File: src/rtl/tester_pkg.sv
// tester_pkg: shared UART receiver state encoding and constants.
package tester_pkg;
    localparam int UART_DATA_W       = 8;
    localparam int UART_CLKS_PER_BIT = 234;

    typedef enum logic [2:0] {
        IDLE,
        START,
        DATA,
`ifdef UART_RX_PARITY_EN
        PARITY,
`endif
        STOP,
        WAIT_HIGH
    } uart_rx_state_e;
endpackage

File: src/rtl/sync_2ff.sv
// sync_2ff: two-flop synchronizer for a single asynchronous bit.
module sync_2ff #(
    parameter logic RST_VAL = 1'b1
) (
    input  logic clk,
    input  logic rst,
    input  logic d,
    output logic q
);
    logic meta_q, sync_q;

    always_ff @(posedge clk) begin
        if (rst) begin
            meta_q <= RST_VAL;
            sync_q <= RST_VAL;
        end else begin
            meta_q <= d;
            sync_q <= meta_q;
        end
    end

    assign q = sync_q;
endmodule

File: src/rtl/uart_rx_drv.sv
// uart_rx_drv: 8N1 UART receiver with mid-bit sampling and framing-error pulse.
// Define UART_RX_PARITY_EN to receive an extra even-parity bit (8E1).
module uart_rx_drv
    import tester_pkg::*;
#(
    parameter int CLKS_PER_BIT = UART_CLKS_PER_BIT
) (
    input  logic                   in_clk,
    input  logic                   in_rst,
    input  logic                   in_rx,
    output logic [UART_DATA_W-1:0] out_data,
    output logic                   out_valid,
    output logic                   out_frame_err,
    output logic                   out_busy
);
    localparam int TW = $clog2(CLKS_PER_BIT);
    localparam int BW = $clog2(UART_DATA_W);
    localparam logic [TW-1:0] TICK_HALF = TW'(CLKS_PER_BIT / 2);
    localparam logic [TW-1:0] TICK_LAST = TW'(CLKS_PER_BIT - 1);
    localparam logic [BW-1:0] BIT_LAST  = BW'(UART_DATA_W - 1);

    logic                   rx_s;
    uart_rx_state_e         state_q, state_d;
    logic [TW-1:0]          tick_q, tick_d;
    logic [BW-1:0]          bit_q, bit_d;
    logic [UART_DATA_W-1:0] shift_q, shift_d;
    logic [UART_DATA_W-1:0] data_q, data_d;
    logic                   valid_q, valid_d;
    logic                   ferr_q, ferr_d;
    logic                   tick_done;
`ifdef UART_RX_PARITY_EN
    logic                   par_err_q, par_err_d;
`endif

    sync_2ff #(.RST_VAL(1'b1)) u_sync (
        .clk(in_clk),
        .rst(in_rst),
        .d  (in_rx),
        .q  (rx_s)
    );

    assign tick_done = tick_q == TICK_LAST;

    always_comb begin
        state_d = state_q;
        tick_d  = tick_q + TW'(1);
        bit_d   = bit_q;
        shift_d = shift_q;
        data_d  = data_q;
        valid_d = 1'b0;
        ferr_d  = 1'b0;
`ifdef UART_RX_PARITY_EN
        par_err_d = par_err_q;
`endif
        case (state_q)
            IDLE: begin
                tick_d = '0;
                bit_d  = '0;
                if (!rx_s) state_d = START;
            end
            // One cycle past the half-bit count puts the sample mid start bit.
            START: if (tick_q == TICK_HALF) begin
                tick_d  = '0;
                state_d = rx_s ? IDLE : DATA;
            end
            DATA: if (tick_done) begin
                tick_d  = '0;
                shift_d = {rx_s, shift_q[UART_DATA_W-1:1]};
                bit_d   = bit_q + BW'(1);
`ifdef UART_RX_PARITY_EN
                if (bit_q == BIT_LAST) state_d = PARITY;
`else
                if (bit_q == BIT_LAST) state_d = STOP;
`endif
            end
`ifdef UART_RX_PARITY_EN
            PARITY: if (tick_done) begin
                tick_d    = '0;
                par_err_d = rx_s ^ (^shift_q);
                state_d   = STOP;
            end
`endif
            STOP: if (tick_done) begin
                tick_d  = '0;
                state_d = rx_s ? IDLE : WAIT_HIGH;
`ifdef UART_RX_PARITY_EN
                ferr_d  = !rx_s || par_err_q;
`else
                ferr_d  = !rx_s;
`endif
                valid_d = !ferr_d;
                data_d  = ferr_d ? data_q : shift_q;
            end
            WAIT_HIGH: begin
                tick_d = '0;
                if (rx_s) state_d = IDLE;
            end
            default: state_d = IDLE;
        endcase
    end

    always_ff @(posedge in_clk) begin
        if (in_rst) begin
            state_q <= IDLE;
            tick_q  <= '0;
            bit_q   <= '0;
            shift_q <= '0;
            data_q  <= '0;
            valid_q <= 1'b0;
            ferr_q  <= 1'b0;
`ifdef UART_RX_PARITY_EN
            par_err_q <= 1'b0;
`endif
        end else begin
            state_q <= state_d;
            tick_q  <= tick_d;
            bit_q   <= bit_d;
            shift_q <= shift_d;
            data_q  <= data_d;
            valid_q <= valid_d;
            ferr_q  <= ferr_d;
`ifdef UART_RX_PARITY_EN
            par_err_q <= par_err_d;
`endif
        end
    end

    assign out_data      = data_q;
    assign out_valid     = valid_q;
    assign out_frame_err = ferr_q;
    assign out_busy      = state_q != IDLE;
endmodule

File: config.mk
export PLATFORM = sky130hd
export DESIGN_NAME = uart_rx_drv
export DESIGN_NICKNAME = d
export VERILOG_FILES = /design/src/rtl/tester_pkg.sv /design/src/rtl/sync_2ff.sv /design/src/rtl/uart_rx_drv.sv
export SDC_FILE = /design/constraint.sdc
export NUM_CORES = 1
export LEC_CHECK = 0
export ABC_AREA = 1
export BUFFER_PORTS_ARGS = -buffer_cell sky130_fd_sc_hd__clkbuf_2
export CORE_MARGIN = 1
export CORE_UTILIZATION = 28
export DETAILED_ROUTE_END_ITERATION = 6
export GPL_TIMING_DRIVEN = 0
export HOLD_SLACK_MARGIN = 0.15
export PLACE_DENSITY = 0.56
export SETUP_SLACK_MARGIN = 0.2
export SYNTH_ARGS = -nofsm -noshare
export SYNTH_HDL_FRONTEND = slang
export SYNTH_HIERARCHICAL = 1
export SYNTH_SLANG_ARGS = --single-unit
export TNS_END_PERCENT = 10
File: constraint.sdc
create_clock -name in_clk -period 4.2 [get_ports in_clk]
set_input_delay 0.21 -clock in_clk [delete_from_list [all_inputs] [get_ports in_clk]]
set_output_delay 0.21 -clock in_clk [all_outputs]
set_load 0.02 [all_outputs]
==> Yosys cells after proc, flatten, opt, wreduce, memory -nomap -nowiden <==
Cells that the tools add are included.
{ "word_totals": {"register_bits": 34, "in_bits": 3, "output_inout_bits": 11, "elab_cells": 51} }
{ "op_classes": {"n_addsub": 2, "eq_ne": 13, "muxes": 14, "bitwise_logic": 2, "n_reduce_logical": 11} }
{ "ops": {"columns": ["cell", "count"], "rows": [
  ["3-bit two-way mux", 8],
  ["8-bit case mux with 3 select lines", 1],
  ["8-bit two-way mux", 2],
  ["3-bit case mux with 5 select lines", 1],
  ["2-bit inequality test, second input constant", 5],
  ["8-bit by 1-bit adder with 8-bit output, second input constant", 1],
  ["8-bit by 7-bit == test with 1-bit output, second input constant", 1],
  ["8-bit == test, second input constant", 1],
  ["3-bit by 2-bit == test with 1-bit output, second input constant", 2],
  ["3-bit == test, second input constant", 2],
  ["3-bit case mux with 2 select lines", 1],
  ["6-bit AND reduction", 1],
  ["2-bit AND reduction", 2],
  ["2-bit OR reduction", 2],
  ["3-bit by 1-bit adder with 3-bit output, second input constant", 1],
  ["3-bit by 1-bit == test with 1-bit output, second input constant", 1],
  ["3-bit zero test", 1],
  ["3-bit AND reduction", 1],
  ["3-bit nonzero test", 1],
  ["3-bit OR reduction", 1],
  ["2-bit two-way mux", 1],
  ["2-bit by 1-bit inequality test with 1-bit output, second input constant", 1],
  ["1-bit inverter", 2],
  ["2-bit nonzero test", 1],
  ["1-bit zero test", 1]
]} }

==> Depth between registers and ports, before layout <==
{ "depth": {"ltp_word": 4, "depth_mapped": 10, "mapped_depth_nobuf": 10} }

==> By module <==
The synthesis kept the hierarchy.
{ "by_module_without_submodules": {"columns": ["mod", "n_inst", "cells_each", "area_each_um2", "seq_area_each_um2"], "rows": [
  ["uart_rx_drv", 1, 177, 1411.4, 640.6],
  ["sync_2ff", 1, 7, 58.8, 40.0]
]} }

==> Worst setup path before layout <==
Ideal clock, no wire load.
{ "synth_path": {"path_type": "flip-flop to flip-flop", "start": "register tick_q[0]", "end": "register bit_q[0]", "setup_ns": 0.118, "t_arrival_ns": 1.233, "required_ns": 4.082, "setup_slack_ns": 2.849, "stages_incl_launch_ff": 10, "n_path_buf": 1, "period_less_slack_ns": 1.351, "cell_sequence": "dfxtp_1 ha_1 nand2_1 nor2_2 nand2_4 nor2_4 buf_6 inv_1 nand2_1 a21oi_2"} }
{ "synth_via": {"elab_chain_len": 3} }
{ "synth_lines": {"columns": ["item", "line", "rtl"], "rows": [
  ["start: declaration", "uart_rx_drv.sv:24", "logic [TW-1:0] tick_q, tick_d;"],
  ["start signal: assignment", "uart_rx_drv.sv:116", "tick_q <= tick_d;"],
  ["8-bit == test", "uart_rx_drv.sv:42", "assign tick_done = tick_q == TICK_LAST;"],
  ["2-bit inequality test (no source line)", null, null],
  ["2-bit AND reduction (no source line)", null, null],
  ["end signal: assignment", "uart_rx_drv.sv:117", "bit_q <= bit_d;"],
  ["end: declaration", "uart_rx_drv.sv:25", "logic [BW-1:0] bit_q, bit_d;"]
]} }
Every way passes these cells.
A chain may end at the register's enable or synchronous reset.

==> Worst setup path in the final report <==
Same ends and word-level chain as after synthesis.

==> impl_results.md <==
- Async S/R FF share, synth: 0
- Initial core utilization: 0.290
- Total number of vias: 1141
- Placement Setup Slack: 2.71 ns
- Yosys cell types: 27
- Layout cells sized above 1: 0.194
- P&R area growth vs syn: 20.4%
- Total CTS buffers: 5
- #FFs+latches synth: 34
- Grt total ovfl: 0
- Total clock sinks: 34
- Peak Freq: 677 MHz
- Setup TNS: 0 ns
- Final Max Slew Viols: 0
- First-pass GRT wire length: 4420 µm
- Period utilisation layout: 0.352
- Worst setup EP type: flip-flop
- Synth Flop Type: dfxtp_1
- Largest net degree at the start of global routing: 13
- Final ANT Viol Nets: 0
- Initial antenna violation count: 0
- Top-count cell post-synth: dfxtp_1
- Crit Path Class: reg2reg
- Peak supply drop: around 0.29 mV
- Final Hold Fails: 0
- Max-cap violations: 0
- Minimum clock period: 1.48 ns
- Cell Rows: 26
- CP startpoint kind: flip-flop
- I/O Pins: 14
- Yosys warns: 6
- Flip-flop and latch area: 681 µm²
- Placed Cells incl. Taps: between 200 and 300
- Routability cong.: 0.853
- H-tree depth: 2
- Setup Skew: between 0.007 and 0.008 ns
- Critical Path RT: around 4.4 ns
- Chip height: 74.5 µm
- Gr usage total: 0.110
- Core Util, Final: 0.349
- Clk pin slew, worst setup/hold paths: approximately 0.08 ns
- Worst slew pin tran: a little under 0.4 ns
- Critical path arrival: between 1.5 and 2 ns
- Yosys top cell area share: 0.463
- Hold Crit Class: in2reg
- Top post-synthesis cells by area: dfxtp_1 46%, nand2_1 7.1%, nor2_1 5.9%, a21oi_1 5.8%, inv_1 5.6%
- DRC violations left: 0
- Post_cts resized: 0
- Run status: finished, final reports clean
- Die W: about 74 µm
- Fill cells: 545
- Avg Synthesized Cell Area: 7.99 µm²
- Mapped Cells: 184
- Commonest cells post-synth: 34 x dfxtp_1, 28 x nand2_1, 23 x nor2_1, 22 x inv_1, 17 x a21oi_1
- Post-Syn Area: roughly 1500 µm²
- Post-synth top area cell: dfxtp_1
- Setup Viol. Count Final: 0
- Drt initial violations: 34
- EDFF count, synth: 0
- Final hold slack: ~0.18 ns
- RSZ-0062 raised after global routing: no
- Die area: around 5500 µm²
- Final WS setup: approximately 2.7 ns
- Clk Latency, worst-skew pair: ~0.29 ns
- Wire per inst: between 9 and 10 µm
- Crit Path Max Fanout: 10
- Total Wirelength: ~2700 µm
- Fin cells: ~280
- Seq/Total Area, Yosys: 0.463
- PwrDens: 489 nW/µm²
- TritonRoute pass-1 iters: 4
- Number of inserted diodes: 0
- CTS tree: done
- Longest Clk Path Bufs: 2
- Core Footprint: a little over 5000 µm²
- Routed vias/inst: a little over 4
- Mapped Nets: ~190
- Lkg Pwr: ~0.77 nW
- Post-DP HPWL: 1930 µm
- Number of buffers added on ports: 13
- Nets: between 200 and 250
- Relative slew margins: 0.736
- Area of the multi-input gates: 639 µm²
- # Post-CTS Setup Buffers: 0
- Root buf cell: clkbuf_8
- Number of global-route vias before repair: roughly 1k
[placed cells by master (no fill, tap or decap), types with 2 or more instances in the layout]
| master | netlist | routed |
|---|---|---|
| a21oi_1 | 17 | 17 |
| buf_6 | 3 | 3 |
| bufinv_16 | 0 | 2 |
| clkbuf_2 | 0 | 13 |
| clkbuf_8 | 0 | 5 |
| dfxtp_1 | 34 | 34 |
| ha_1 | 4 | 4 |
| inv_1 | 22 | 22 |
| inv_2 | 2 | 2 |
| nand2_1 | 28 | 28 |
| nand2_2 | 4 | 4 |
| nand3_1 | 6 | 6 |
| nand4_1 | 2 | 2 |
| nor2_1 | 23 | 23 |
| nor2_2 | 2 | 2 |
| nor2_4 | 2 | 2 |
| nor3_1 | 5 | 5 |
| o21ai_0 | 6 | 6 |
| o21ai_1 | 11 | 11 |
| xnor2_1 | 3 | 3 |
[repair_timing]
action,4_1_cts,5_1_grt
setup endpoints to repair,0,0
hold endpoints to repair,1,0
hold buffers,1,0
[final timing paths]
check / cells past startpoint / startpoint / slack [ns] / end
max reg2reg: 9 / tick_q[0]$_SDFF_PP0_ / 2.72 / bit_q[0]$_SDFFE_PP0P_
min reg2reg: 2 / u_sync/meta_q$_SDFF_PP1_ / 0.41 / u_sync/q$_SDFF_PP1_
min: 2 / in_rst / 0.18 / bit_q[1]$_SDFFE_PP0P_
max: 9 / tick_q[0]$_SDFF_PP0_ / 2.72 / bit_q[0]$_SDFFE_PP0P_
[metrics by stage]
step                instance area [µm²]  total power, mW
finish                             1770            0.866
global route                       1770            0.915
CTS                                1770            0.880
detailed placement                 1620            0.513
global placement                   1620            0.510
floorplan                          1470            0.478
[power breakdown]
part	leakage (nW)	internal, mW	switching (mW)
Clock	0.0683	0.238	0.126
Sequential	0.275	0.338	0.0173
Combinational	0.428	0.0472	0.0999
Total	0.771	0.623	0.243
[worst max-delay path, cell delays in order (launching register included)]
cell	delay, ns
dfxtp_1	0.41
ha_1	0.19
nand2_1	0.06
nor2_2	0.13
nand2_4	0.12
nor2_4	0.12
buf_6	0.15
inv_1	0.07
nand2_1	0.07
a21oi_2	0.05
[registers in the layout (all words and copies together) (netlist names)]
register       flops
u_sync/meta_q      1
out_frame_err      1
u_sync/q           1
tick_q             8
out_valid          1
out_data           8
shift_q            8
bit_q              3
state_q            3
[per-layer routing]
metal,vias to the layer above,share of wire,global-route usage
met5,-,0,0
met4,0,0.030,0.0818
met3,7,0.030,0.0339
met2,12,0.42,0.161
met1,497,0.52,0.134
li1,625,-,-
[layout make-up]
cell class / instances / area share
repair buffers: 14 / 0.0424
clock buffers: 5 / 0.0389
clock inverters: 3 / 0.0389
plain buffers: 6 / 0.0339
well taps: 70 / 0.0495
flip-flops and latches: 34 / 0.384
multi-input cells: 120 / 0.361
inverters: 24 / 0.0509
[kinds of logic after synthesis]
group,after synthesis,synth area share
adders and majority gates,4,0.0340
AOI/OAI and AO/OA,36,0.127
and+or+nand+nor,76,0.250
xor gates and xnor gates,4,0.0238
buffers and inverters,30,0.102
DFF,34,0.463
(Power assumes the default switching activity.)
